===== src/rtl/approx_mul_pipe_if.sv =====
// Operand/result handshake bundle for approx_mul_pipe: the operand stream in,
// the product stream out, plus the delivered-result counter and busy flag.
interface approx_mul_pipe_if #(
    parameter int W     = 8,
    parameter int CNT_W = 16
) ();
    logic             in_valid;
    logic             in_ready;
    logic [W-1:0]     a;
    logic [W-1:0]     b;
    logic [1:0]       mode;
    logic             out_valid;
    logic             out_ready;
    logic [2*W-1:0]   prod;
    logic [CNT_W-1:0] out_count;
    logic             busy;

    modport master (
        output in_valid, a, b, mode, out_ready,
        input  in_ready, out_valid, prod, out_count, busy
    );

    modport slave (
        input  in_valid, a, b, mode, out_ready,
        output in_ready, out_valid, prod, out_count, busy
    );
endinterface


===== src/rtl/approx_mul_pipe.sv =====
// Three-stage approximate unsigned multiplier: operands are split into halves,
// low-order partial-product bits are dropped according to mode, and the rest summed.
module approx_mul_pipe #(
    parameter int W     = 8,
    parameter int CNT_W = 16
) (
    input  logic          clk,
    input  logic          rst_n,
    approx_mul_pipe_if.slave bus
);
    localparam int H = W / 2;
    localparam int P = 2 * W;
    localparam logic [W-1:0] LOW_H = {{(W-H){1'b0}}, {H{1'b1}}};
    localparam logic [W-1:0] LOW_Q = {{(W-H/2){1'b0}}, {(H/2){1'b1}}};

    logic             advance;
    logic             v1_reg, v2_reg, v3_reg;
    logic [W-1:0]     a1_reg, b1_reg;
    logic [1:0]       mode1_reg;
    logic [W-1:0]     pp_raw  [4];
    logic [W-1:0]     pp_next [4];
    logic [W-1:0]     pp_reg  [4];
    logic [P-1:0]     prod_next, prod_reg;
    logic [CNT_W-1:0] count_reg;

    // Partial product index: bit 1 selects the high half of a, bit 0 of b
    // (0 = ll, 1 = lh, 2 = hl, 3 = hh).
    generate
        for (genvar gi = 0; gi < 4; gi++) begin : g_pp
            logic [H-1:0] half_a;
            logic [H-1:0] half_b;
            assign half_a     = (gi >= 2)     ? a1_reg[W-1:H] : a1_reg[H-1:0];
            assign half_b     = (gi % 2 == 1) ? b1_reg[W-1:H] : b1_reg[H-1:0];
            assign pp_raw[gi] = {{H{1'b0}}, half_a} * {{H{1'b0}}, half_b};
        end
    endgenerate

    always_comb begin
        pp_next = pp_raw;
        case (mode1_reg)
            2'd1: pp_next[0] = pp_raw[0] & ~LOW_H;
            2'd2: begin
                pp_next[0] = '0;
                pp_next[1] = pp_raw[1] & ~LOW_Q;
                pp_next[2] = pp_raw[2] & ~LOW_Q;
            end
            2'd3: begin
                pp_next[0] = '0;
                pp_next[1] = pp_raw[1] & ~LOW_H;
                pp_next[2] = pp_raw[2] & ~LOW_H;
            end
            default: ;
        endcase
    end

    // The sum is bounded by a true W x W product, so 2W bits never overflow.
    assign prod_next = (P'(pp_reg[3]) << W)
                     + ((P'(pp_reg[1]) + P'(pp_reg[2])) << H)
                     + P'(pp_reg[0]);

    assign advance       = bus.out_ready | ~v3_reg;
    assign bus.in_ready  = advance;
    assign bus.out_valid = v3_reg;
    assign bus.prod      = prod_reg;
    assign bus.out_count = count_reg;
    assign bus.busy      = v1_reg | v2_reg | v3_reg;

    always_ff @(posedge clk or negedge rst_n) begin
        if (!rst_n) begin
            v1_reg    <= 1'b0;
            v2_reg    <= 1'b0;
            v3_reg    <= 1'b0;
            a1_reg    <= '0;
            b1_reg    <= '0;
            mode1_reg <= '0;
            for (int i = 0; i < 4; i++) pp_reg[i] <= '0;
            prod_reg  <= '0;
            count_reg <= '0;
        end else begin
            // Whole pipe moves in lockstep; bubbles travel like data.
            if (advance) begin
                v1_reg    <= bus.in_valid;
                a1_reg    <= bus.a;
                b1_reg    <= bus.b;
                mode1_reg <= bus.mode;
                v2_reg    <= v1_reg;
                for (int i = 0; i < 4; i++) pp_reg[i] <= pp_next[i];
                v3_reg    <= v2_reg;
                prod_reg  <= prod_next;
            end
            if (v3_reg && bus.out_ready) begin
                count_reg <= count_reg + 1'b1;
            end
        end
    end
endmodule


===== src/flat_wrapper.sv =====
// flat-port wrapper written by rule: the top's interface ports become plain ports
module approx_mul_pipe_flat 
#(
    parameter int W     = 8,
    parameter int CNT_W = 16
)
  (clk, rst_n, bus_in_valid, bus_a, bus_b, bus_mode, bus_out_ready, bus_in_ready, bus_out_valid, bus_prod, bus_out_count, bus_busy);
  approx_mul_pipe_if #(.W(W), .CNT_W(CNT_W)) bus_i ();
  input  logic clk;
  input  logic rst_n;
  input wire logic [$bits(bus_i.in_valid)-1:0] bus_in_valid;
  input wire logic [$bits(bus_i.a)-1:0] bus_a;
  input wire logic [$bits(bus_i.b)-1:0] bus_b;
  input wire logic [$bits(bus_i.mode)-1:0] bus_mode;
  input wire logic [$bits(bus_i.out_ready)-1:0] bus_out_ready;
  output wire logic [$bits(bus_i.in_ready)-1:0] bus_in_ready;
  output wire logic [$bits(bus_i.out_valid)-1:0] bus_out_valid;
  output wire logic [$bits(bus_i.prod)-1:0] bus_prod;
  output wire logic [$bits(bus_i.out_count)-1:0] bus_out_count;
  output wire logic [$bits(bus_i.busy)-1:0] bus_busy;
  assign bus_i.in_valid = bus_in_valid;
  assign bus_i.a = bus_a;
  assign bus_i.b = bus_b;
  assign bus_i.mode = bus_mode;
  assign bus_i.out_ready = bus_out_ready;
  assign bus_in_ready = bus_i.in_ready;
  assign bus_out_valid = bus_i.out_valid;
  assign bus_prod = bus_i.prod;
  assign bus_out_count = bus_i.out_count;
  assign bus_busy = bus_i.busy;
  approx_mul_pipe #(.W(W), .CNT_W(CNT_W)) u_core (.clk(clk), .rst_n(rst_n), .bus(bus_i));
endmodule

===== config.mk =====
export PLATFORM = sky130hd
export DESIGN_NAME = approx_mul_pipe_flat
export DESIGN_NICKNAME = d
export VERILOG_FILES = /design/src/rtl/approx_mul_pipe_if.sv /design/src/rtl/approx_mul_pipe.sv /design/src/flat_wrapper.sv
export SDC_FILE = /design/constraint.sdc
export NUM_CORES = 1
export LEC_CHECK = 0
export CAP_MARGIN = 20
export CORE_MARGIN = 2
export CORE_UTILIZATION = 40
export DETAILED_ROUTE_END_ITERATION = 16
export HOLD_SLACK_MARGIN = 0.12
export MAX_ROUTING_LAYER = met4
export SLEW_MARGIN = 10
export SYNTH_ARGS = -nofsm -noshare
export SYNTH_HDL_FRONTEND = slang
export SYNTH_SLANG_ARGS = --single-unit
export TNS_END_PERCENT = 20

===== constraint.sdc =====
create_clock -name clk -period 4.66 [get_ports clk]
set_clock_uncertainty 0.15 [all_clocks]
set_input_delay 0.932 -clock clk [delete_from_list [all_inputs] [get_ports clk]]
set_output_delay 0.932 -clock clk [all_outputs]
set_load 0.02 [all_outputs]

### Word-level counts from Yosys, hierarchy flattened

Index checks and enable logic that the tools add are counted.
Widths: inputs -> output; s select.

* equality and inequality tests: 3
* div/mod/pow operators: 0
* $lt $le $gt $ge: 0
* shift-type cells: 0
* multiply operators: 4
* add/subtract/negate cells: 4
* bitwise gates (word level): 4
* reductions and logical operators: 2
* mux-type cells: 2

Operator list (number)
* $mul 4x4->8: 4
* $pmux 12 s2: 1
* $add 16x1->16 const B: 1
* $add 16x16->16: 1
* $add 16x8->16: 1
* $pmux 8 s2: 1
* $add 8x8->9: 1
* $eq 2x2->1 const B: 2
* $or 1x1->1: 3
* $eq 2x1->1 const B: 1
* $reduce_or 2->1: 1
* $logic_and 1x1->1: 1
* $not 1->1: 1

* logic and storage cells: 31
* bits in read-only memories: 0
* flip-flop bits (word level): 85
* latch bits: 0
* input port bits: 22
* memory bits (writable): 0
* output and inout port bits: 35
* memories: 0

### Longest topological paths before layout

Gate-level depths: netlist of the first run.

* depth after elaboration: 3
* gate-level depth with buffers: 14
* depth with buffers taken out: 14

### Least setup slack after synthesis of the first run

Ideal clock, no wire load.

* path kind: register to register
* start: reg u_core.pp_reg[8] (netlist name)
* end: reg u_core.prod_reg[14] (netlist: u_core.bus.prod[14])
* path buffers: 0
* required time: 4386 ps
* slack: 1530 ps
* arrival: 2856 ps
* setup time: 124 ps
* stages on the path, launching flop included: 15
* clock period less this slack: 3130 ps
* cells stage by stage: dfrtp_1 ha_1 inv_1 fa_1 nor2b_1 o21ai_0 a21oi_1 a211oi_1 xnor2_1 ha_1 a21o_1 a21o_1 a221o_1 and3b_1 o31a_1

* cells in the longest elaborated chain, start to end: 3

Ends and longest elaborated chain
* from (decl): RTL line approx_mul_pipe.sv:22 `logic [W-1:0] pp_reg [4];`
* $add 8x8->9: RTL line approx_mul_pipe.sv:58 `+ ((P'(pp_reg[1]) + P'(pp_reg[2])) << H)`
* $add 16x16->16: RTL line approx_mul_pipe.sv:58
* $add 16x8->16: RTL line approx_mul_pipe.sv:59 `+ P'(pp_reg[0]);`
* to (signal assigned): RTL line approx_mul_pipe.sv:89 `prod_reg <= prod_next;`
* to (decl): RTL line approx_mul_pipe.sv:23 `logic [P-1:0] prod_next, prod_reg;`

Every way passes these cells.
A chain may end at the register's enable or synchronous reset.

### Worst setup path in the final report of the first run

Ends and elaborated chain as after synthesis.

==> results of run 1 <==
-- cells in the mapped netlist, types with 2 or more instances --
library cell	n	area [um^2]
nand2_1	132	495
dfrtp_1	85	2130
ha_1	67	838
and2_1	45	282
inv_1	36	135
a21oi_1	35	175
xor2_1	28	245
o21ai_0	21	105
nor2_1	19	71.3
fa_1	18	360
nand3_1	17	85.1
xnor2_1	17	149
clkbuf_1	15	56.3
a21o_1	11	82.6
nor3_1	6	30.0
o31ai_1	6	45.0
a22o_1	5	43.8
a211oi_1	4	30.0
and3_1	4	25.0
a31oi_1	3	18.8
or3_1	3	18.8
a31o_2	2	17.5
clkbuf_8	2	27.5
nand3b_1	2	15.0
nand4_1	2	12.5
nor2b_1	2	12.5
o21bai_1	2	15.0
-- cell usage in the layout (no fill, tap or decap), drive strengths merged, types with 3 or more instances in the layout --
master           n
a211oi           4
a21o            11
a21oi           36
a22o             5
a31oi            3
and2            45
and3             4
buf              4
clkbuf          12
clkdlybuf4s50   55
clkinv           3
dfrtp           85
fa              18
ha              67
inv             38
nand2          132
nand3           17
nor2            19
nor3             8
o21ai           22
o31ai            6
or3              4
xnor2           17
xor2            28
-- through the flow --
stage | power [mW] | hold slack [ps] | area (um^2) | cells | setup slack (ps)
5_1_grt | 4.57 | 348 | 6700 | 845 | 1020
3_3_place_gp | 3.43 | 299 | 6400 | 828 | 1370
3_5_place_dp | 3.49 | 306 | 6400 | 828 | 1290
2_1_floorplan | 2.85 | 295 | 5680 | 607 | 1530
4_1_cts | 4.21 | 322 | 6680 | 844 | 1260
6_report | 4.16 | 314 | 6700 | 845 | 1260
-- report_power, final --
group	switching, mW	internal, mW	leakage [nW]
sequential	0.253	0.986	1.07
combinational	1.22	1.02	2.18
clock	0.305	0.379	0.137
-- tightest hold or removal path, stage by stage (launching register included) --
cell and delay [ps]:
dfrtp_1 340, nand2_1 50, nand2_1 40
-- layout make-up --
class	instances	area share
multi-input combinational	468	0.498
sequential	85	0.318
timing repair buffer	59	0.0885
clock buffer	12	0.0368
tap	180	0.0336
inverter	37	0.0207
clock inverter	4	0.00467
-- kinds of logic after synthesis --
| logic type | count (synthesis) |
|---|---|
| simple gates | 240 |
| compound gates | 97 |
| fa+ha+maj | 85 |
| flops | 85 |
| buf+inv | 54 |
| xor+xnor | 45 |
| mux | 1 |
-- routing by layer --
metal | share of wire | track usage
met1 | 0.48 | 0.222
met2 | 0.47 | 0.292
met3 | 0.031 | 0.0277
met4 | 0.017 | 0.0618
met5 | 0 | -
-- worst min-delay path by stage --
| stage | startpoint | to | slack [ps] |
|---|---|---|---|
| after floorplan | u_core.pp_reg[0] | u_core.pp_reg[0] | 300 |
| after global placement | u_core.bus.prod[3] | u_core.bus.prod[3] | 300 |
| after detailed placement | u_core.bus.prod[0] | u_core.bus.prod[0] | 310 |
| after CTS | u_core.bus.prod[0] | u_core.bus.prod[0] | 320 |
| after global routing | u_core.pp_reg[0] | u_core.pp_reg[0] | 350 |
| final | u_core.bus.prod[0] | u_core.bus.prod[0] | 310 |
==> summary.md, run 1 <==
| Metric | Value |
|---|---|
| Max Cap Viol | 0 |
| Core Footprint | 13900 um^2 |
| Share of cells above drive strength 1 | 0.0466 |
| Die Height | 123 um |
| Most used cell, CP | ha_1 |
| Critical Path Start | u_core.pp_reg[8] |
| CTS Buf Count | 9 |
| Pwr dens | 621 nW/um^2 |
| WS Path Type | register to register |
| Area of the multi-input gates | 3340 um^2 |
| TritonCTS clock tree | done |
| Synth Net Count | 714 |
| Worst r2r src | u_core.pp_reg[8] |
| Clk buf depth | 2 |
| Setup slack, reg-to-reg | 1260 ps |
| Final setup viols | 0 |
| Htree depth | 3 |
| WP data arrival | 3480 ps |
| Fillers | 1343 |
| Status | completed |
| Worst slew pin tran | 734 ps |
| Compound-gate portion of the synthesized area | 0.106 |
| IO Pins | 57 |
| Core Util, Final | 0.483 |
| ANT nets after route | 0 |
| GPL Wtd Cong | 0.812 |
| Via-per-instance ratio | 5.00 |
| Post-CTS sizing | 0 |
| Die area | 15200 um^2 |
| Synth Instances | 607 |
| Antenna violations before repair | 0 |
| Cell family with most CP delay | compound AO/OA/AOI/OAI gates |
| Worst R2R End | u_core.bus.prod[14] |
| Max_slew headroom | 0.511 |
| Clock latency on the worst-skew pair | 350 ps |
| Largest family of logic cells by synthesized area | adder cells |
| XOR/XNOR Fraction of Synth Area | 0.0694 |
| Setup TNS | 0 ps |
| Hold Buf Count CTS | 0 |
| Initial Util | 0.409 |
| Drt wl/cell | 13.9 um |
| Cell Chain, Critical Path | ha_1, inv_1, fa_1, nor2b_1, o21ai_0, a21oi_1, a211oi_1, nor3_1, ha_1, and4_2, a221o_1, and3b_1, o31a_1 |
| Max FFs per register | 32 |
| First-pass GRT wire length | 20500 um |
| Grt ovf | 0 |
| Reg2Reg Depth | 13 |
| DRC | 0 |
| Share of the yosys chip area belonging to registers | 0.375 |
| ANT cells | 0 |
| Max Slew Vio Count | 0 |
| # port buffers | 56 |
| Mapped Area | 5680 um^2 |
| Critical Path Fanout Max | 4 |
| Unrepaired setup endpoints after global routing | no |
| Simple-gate share of the synthesized area | 0.198 |
| Crit start category | register |
| Capture point of the critical path | u_core.bus.prod[14] |
| Hold WC Path Type | register to register |
| Post-CTS Repair Setup Buffers | 0 |
| Final hold vios | 0 |
| Die Wd | 123 um |
| Final min period | 3400 ps |
| Largest stage delay, worst path | 390 ps |
| Drt total wl | 11800 um |
| Hold Crit Depth | 2 |
| Layout area overhead | 18.0% |
| CP Depth | 13 |
| Fmax | 295 MHz |
| Critical Path Slowest Stage Cell | fa_1 |
| Initial DRC Count | 234 |
| Mean Syn Cell Area | 9.36 um^2 |
| FF/Latch Area | 2130 um^2 |
| Synth Area in Adders | 0.211 |
| # rows | 43 |
| Crit share post-route | 0.729 |
| Vias in the first global route | 4314 |
| CP bufs+invs | 1 |
| Synth async-reset ratio | 1.00 |
| Synth cell types | 45 |
| Total Routing Usage GR | 0.177 |
| VDD IR-drop max | 243 uV |
| Static Leak | 3.39 nW |
| Via count | 4225 |
| Root buffer cell | clkbuf_16 |
| CP required | 4740 ps |
| CP endpoint kind | register |
| YS warnings | 0 |
| Clock-pin transition on the worst setup and hold timing paths | 60 ps |
| Number of flops mapped to enable cells by yosys | 0 |
| Top FF cell, synth | dfrtp_1 |
| Detailed placement HPWL | 8360 um |
| Sink Count | 85 |
| Fin nets | 767 |
| Mux cell area share after synthesis | 0.00198 |
| Seq cells post-synth | 85 |
| DR pass1 iterations | 4 |
| Largest net degree at the start of global routing | 86 |
Note: power is estimated with default switching activity, not from simulation.
==> run 2, diff against run 1 <==
- clock period: 4.66 -> 3.2 ns (I/O delays scaled with it)
==> summary.md, run 2 (synthesis gave the netlist of run 1 again) <==
| Metric | Value |
|---|---|
| Inst Count DP | 845 (+2.1%) |
| Design area | 6920 um^2 (+3.3%) |
| Via count | 4299 (+1.8%) |
| CP endpoint kind | register |
| Fin cells | 867 (+2.6%) |
| Status | complete, but fails checks |
| Worst R2R End | u_core.bus.prod[14] |
| Max Slew Vio Count | 0 (unchanged) |
| Drt total wl | 11800 um (+0.75%) |
| Critical Path Slowest Stage Cell | dfrtp_1 |
| # port buffers | 56 (unchanged) |
| Via-per-instance ratio | 4.96 (-0.83%) |
| Final min period | 3220 ps (-172 ps) |
| Violations in the final reports | negative setup slack |
| Root buffer cell | clkbuf_16 |
| Largest stage delay, worst path | 350 ps (-40 ps) |
| GPL Wtd Cong | 0.849 (+4.6%) |
| Static Leak | 3.50 nW (+3.2%) |
| Worst r2r src | u_core.pp_reg[16] |
| Crit share post-route | 1.01 (+0.279) |
| Setup slack, reg-to-reg | -20 ps (-1290 ps) |
| CP required | 3280 ps (-1460 ps) |
| Clock latency on the worst-skew pair | 350 ps (about the same) |
| Initial DRC Count | 166 (-29%) |
| Die area | 15200 um^2 (unchanged) |
| Die Wd | 123 um (unchanged) |
| Critical Path Start | u_core.pp_reg[16] |
| Clock-pin transition on the worst setup and hold timing paths | 70 ps (about the same) |
| Cell family with most CP delay | compound AO/OA/AOI/OAI gates |
| Detailed placement HPWL | 8780 um (+5.1%) |
| Total Routing Usage GR | 0.174 (-0.00301) |
| Final setup margin | -23.3 ps (-1290 ps) |
| Most used cell, CP | a21o_1 |
| DRC | 0 (unchanged) |
| Final setup viols | 1 (+1) |
| Layout area overhead | 21.9% |
| Die Height | 123 um (unchanged) |
| VDD IR-drop max | 374 uV (+54%) |
| Reg2Reg Depth | 14 (+1) |
| TritonCTS clock tree | done |
| Share of cells above drive strength 1 | 0.111 (+0.0640) |
| CTS Buf Count | 9 (unchanged) |
| Placed Area | 6530 um^2 (+2.0%) |
| ANT nets after route | 0 (unchanged) |
| CP bufs+invs | 1 (unchanged) |
| Hold WC Path Type | input pin to async pin |
| Antenna violations before repair | 0 (unchanged) |
| Core Util, Final | 0.499 (+0.0160) |
| Drt wl/cell | 13.7 um (-1.8%) |
| Initial Util | 0.409 (unchanged) |
| Setup WS pre-CTS | -79.3 ps (-1370 ps) |
| ANT cells | 0 (unchanged) |
| Most frequent cells in the layout | nand2_1, dfrtp_1, ha_1 |
| Grt ovf | 0 (unchanged) |
| Commonest non-fill, non-tap cell in the layout | nand2_1 |
| Final hold vios | 0 (unchanged) |
| IO Pins | 57 (unchanged) |
| First-pass GRT wire length | 20000 um (-2.4%) |
| Max Cap Viol | 0 (unchanged) |
| Cell Chain, Critical Path | ha_2, inv_2, fa_2, nor2b_2, o21ai_2, a21oi_2, a211oi_2, xnor2_1, ha_1, a21o_1, a21o_1, a221o_1, and3b_1, o31a_1 |
| Fmax | 310 MHz (+5.3%) |
| Sink Count | 85 (unchanged) |
| Max FFs per register | 32 (unchanged) |
| Vias in the first global route | 4207 (-2.5%) |
| WP data arrival | 3300 ps (-180 ps) |
| Pwr dens | 935 nW/um^2 (+51%) |
| Htree depth | 3 (unchanged) |
| Worst slew pin tran | 731 ps (-2.35 ps) |
| Crit start category | register |
| Fin nets | 789 (+2.9%) |
| WS Path Type | register to register |
| Critical Path Fanout Max | 4 (unchanged) |
| Unrepaired setup endpoints after global routing | yes |
| Fillers | 1311 (-2.4%) |
| Setup TNS | -23.3 ps (-23.3 ps) |
| # rows | 43 (unchanged) |
| DR pass1 iterations | 5 (+1) |
| Clk buf depth | 2 (unchanged) |
| Max_slew headroom | 0.512 (+0.00156) |
| Core Footprint | 13900 um^2 (unchanged) |
| Largest net degree at the start of global routing | 75 (-13%) |
run 2: changes by cell type in the layout (fill, tap and decap cells not counted), moves of 2 or more:
cell and change:
clkinv_2 +2, nand2_1 -3, dfrtp_1 -8, nand2_2 +3, o21ai_0 -3, buf_4 +23
a211oi_2 +3, a21oi_1 -2, a211oi_1 -3, a21oi_2 +2, o21ai_1 +2, dfrtp_2 +8
run 2: final cells by class:
cell class | count | area [um^2] | share of cell area
timing repair buffer | 81 | 746 | 0.108
sequential | 85 | 2140 | 0.309
multi-input combinational | 468 | 3380 | 0.489
inverter | 37 | 139 | 0.0201
tap | 180 | 225 | 0.0325
clock buffer | 10 | 229 | 0.0331
clock inverter | 6 | 62.6 | 0.00904
run 2: power breakdown:
part | switching, mW | leakage, nW | internal (mW)
Sequential | 0.338 | 1.06 | 1.44
Combinational | 1.92 | 2.29 | 1.73
Clock | 0.442 | 0.147 | 0.605
Total | 2.70 | 3.50 | 3.77
run 2: routing by layer:
metal / wire, um / vias up / track usage / part of all wire
met2: 5690 / 57 / 0.274 / 0.48
met3: 316 / 16 / 0.0277 / 0.027
li1: - / 2179 / - / -
met1: 5650 / 2047 / 0.226 / 0.48
met5: 0 / - / - / 0
met4: 189 / 0 / 0.0668 / 0.016
run 2: worst max-delay path by stage:
stage                               end  slack [ps]  cells past startpoint
floorplan           u_core.bus.prod[14]          70                     14
global placement    u_core.bus.prod[14]         -20                     14
detailed placement  u_core.bus.prod[14]         -80                     14
CTS                   u_core.pp_reg[22]           4                     10
global route        u_core.bus.prod[14]        -150                     14
finish              u_core.bus.prod[14]         -20                     14
run 2: metrics by stage:
step / hold slack (ps) / total power, mW
2_1_floorplan: 194 / 4.15
3_3_place_gp: 300 / 5.14
3_5_place_dp: 306 / 5.24
4_1_cts: 158 / 6.42
5_1_grt: 186 / 7.07
6_report: 128 / 6.47
run 2: what timing repair did:
item	in CTS	in global routing
setup buffers	3	3
setup endpoints to repair	5	12
pin swaps	5	6
hold buffers	0	0
resized for setup	7	18
run 2: worst reg2reg max path, delay by kind of cell (launching register included):
kind            cells  cell delay [ps]
compound gates      7             1260
fa+ha+maj           3              860
flops               1              350
simple gates        2              310
xor+xnor            1              130
buf+inv             1               40
==> run 3, diff against run 2 <==
- CORE_UTILIZATION: 40 -> 37
==> summary.md, run 3 (synthesis gave the netlist of run 1 again) <==
| Metric | Value |
|---|---|
| Cell family with most CP delay | compound AO/OA/AOI/OAI gates |
| Hold WC Path Type | input pin to async pin |
| CP endpoint kind | register |
| Die Height | 128 um (+3.8%) |
| Initial Util | 0.376 (-0.0328) |
| FF/Latch Area | 2140 um^2 (+0.12%) |
| Cell Chain, Critical Path | ha_2, inv_2, fa_2, nor2b_2, o21ai_2, a21oi_2, a211oi_2, xnor2_1, ha_1, a21o_1, a21o_1, a221o_1, and3b_1, o31a_1 |
| ANT nets after route | 0 (unchanged) |
| Hold Buf Count CTS | 0 (unchanged) |
| Sink Count | 85 (unchanged) |
| Largest net degree at the start of global routing | 75 (unchanged) |
| IO Pins | 57 (unchanged) |
| VDD IR-drop max | 352 uV (-6.0%) |
| Via count | 4364 (+1.5%) |
| Fin nets | 788 (-0.13%) |
| Drt wl/cell | 14.2 um (+3.7%) |
| Detailed placement HPWL | 9190 um (+4.7%) |
| Initial DRC Count | 215 (+30%) |
| Htree depth | 3 (unchanged) |
| Placed Area | 6550 um^2 (+0.34%) |
| Setup TNS | 0 ps (+23.3 ps) |
| Pwr dens | 931 nW/um^2 (-0.37%) |
| Max Cap Viol | 0 (unchanged) |
| Fmax | 314 MHz (+1.2%) |
| Crit start category | register |
| Crit share post-route | 0.995 (-0.0119) |
| ANT cells | 0 (unchanged) |
| Final setup viols | 0 (-1) |
| Unrepaired setup endpoints after global routing | yes |
| Core Footprint | 15100 um^2 (+8.7%) |
| Vias in the first global route | 4406 (+4.7%) |
| WP data arrival | 3280 ps (-20 ps) |
| DR pass1 iterations | 4 (-1) |
| Worst slew pin tran | 705 ps (-26.6 ps) |
| Max Slew Vio Count | 0 (unchanged) |
| Most frequent cells in the layout | nand2_1, dfrtp_1, ha_1 |
| WS Path Type | register to register |
| Max_slew headroom | 0.530 (+0.0178) |
| Static Leak | 3.49 nW (-0.41%) |
| Share of cells above drive strength 1 | 0.109 (-0.00130) |
| Core Util, Final | 0.459 (-0.0399) |
| Inst Count DP | 853 (+0.95%) |
| Drt total wl | 12400 um (+4.5%) |
| Final min period | 3190 ps (-38.0 ps) |
| CP bufs+invs | 1 (unchanged) |
| # port buffers | 56 (unchanged) |
| Status | completed |
| CTS Buf Count | 9 (unchanged) |
| Commonest non-fill, non-tap cell in the layout | nand2_1 |
| GPL Wtd Cong | 0.849 (about the same) |
| Die area | 16400 um^2 (+7.8%) |
| Critical Path Fanout Max | 3 (-1) |
| Grt ovf | 0 (unchanged) |
| Fillers | 1483 (+13%) |
| Critical Path Start | u_core.pp_reg[8] |
| Die Wd | 128 um (+3.8%) |
| DRC | 0 (unchanged) |
| Most used cell, CP | a21o_1 |
| Design area | 6920 um^2 (unchanged) |
| Critical Path Slowest Stage Cell | fa_2 |
| Largest stage delay, worst path | 360 ps (about the same) |
| CP required | 3290 ps (about the same) |
| Root buffer cell | clkbuf_16 |
| Clock-pin transition on the worst setup and hold timing paths | 70 ps (about the same) |
| TritonCTS clock tree | done |
| Layout area overhead | 21.9% (unchanged) |
| Max FFs per register | 32 (unchanged) |
| Final hold vios | 0 (unchanged) |
| First-pass GRT wire length | 21000 um (+5.0%) |
| Clk buf depth | 2 (unchanged) |
| Worst r2r src | u_core.pp_reg[8] |
| # rows | 45 (+4.7%) |
| Clock latency on the worst-skew pair | 350 ps (about the same) |
| Tot Pwr | 6.45 mW (-0.37%) |
| Total Routing Usage GR | 0.167 (-0.00754) |
| Area of the multi-input gates | 3370 um^2 (-0.30%) |
| Antenna violations before repair | 0 (unchanged) |
| Fin cells | 874 (+0.81%) |
| Via-per-instance ratio | 4.99 (+0.70%) |
-- run 3: area by class of cell --
| type | count | share of cell area |
|---|---|---|
| repair buffers | 80 | 0.108 |
| well taps | 188 | 0.0340 |
| inverters | 37 | 0.0201 |
| clock inverters | 7 | 0.00850 |
| multi-input cells | 468 | 0.487 |
| flip-flops and latches | 85 | 0.309 |
| clock buffers | 9 | 0.0325 |
-- run 3: routing by layer --
layer / up-vias / part of all wire / global-route usage
li1: 2173 / - / -
met1: 2102 / 0.46 / 0.203
met2: 70 / 0.48 / 0.275
met3: 19 / 0.031 / 0.0359
met4: 0 / 0.025 / 0.0569
met5: - / 0 / -
-- run 3: repair_timing --
item	in CTS	in global routing
pin swaps	3	7
setup endpoints to repair	4	10
setup buffers	2	3
hold endpoints to repair	0	0
gates resized for setup	7	17
-- run 3: worst register-to-register path, delay by kind of cell, from the launching register on --
kind	cells	cell delay [ps]
xor gates and xnor gates	1	150
and+or+nand+nor	2	300
adders and majority gates	3	880
buffers and inverters	1	40
DFF	1	350
AOI/OAI and AO/OA	7	1210
-- run 3: final timing paths --
kind                                             to  slack [ps]  cells after the start
setup / recovery                u_core.bus.prod[14]          10                     14
hold / removal             u_core.bus.out_count[12]         180                      1
setup reg to reg                u_core.bus.prod[14]          10                     14
hold reg to reg                    u_core.pp_reg[2]         330                      2
max in group asynchronous          u_core.a1_reg[4]        1990                      2
min in group clk                   u_core.pp_reg[2]         330                      2
-- run 3: where the power goes --
group,switching (mW),total [mW],internal [mW]
combinational,1.93,3.64,1.71
sequential,0.349,1.79,1.44
clock,0.478,1.02,0.539
total,2.76,6.45,3.69
-- run 3: per-stage QoR --
stage	hold WS (ps)	setup WS [ps]
3_3_place_gp	304	-23.0
6_report	182	14.7
5_1_grt	247	-213
3_5_place_dp	318	-134
4_1_cts	217	-11.3
2_1_floorplan	194	70.0
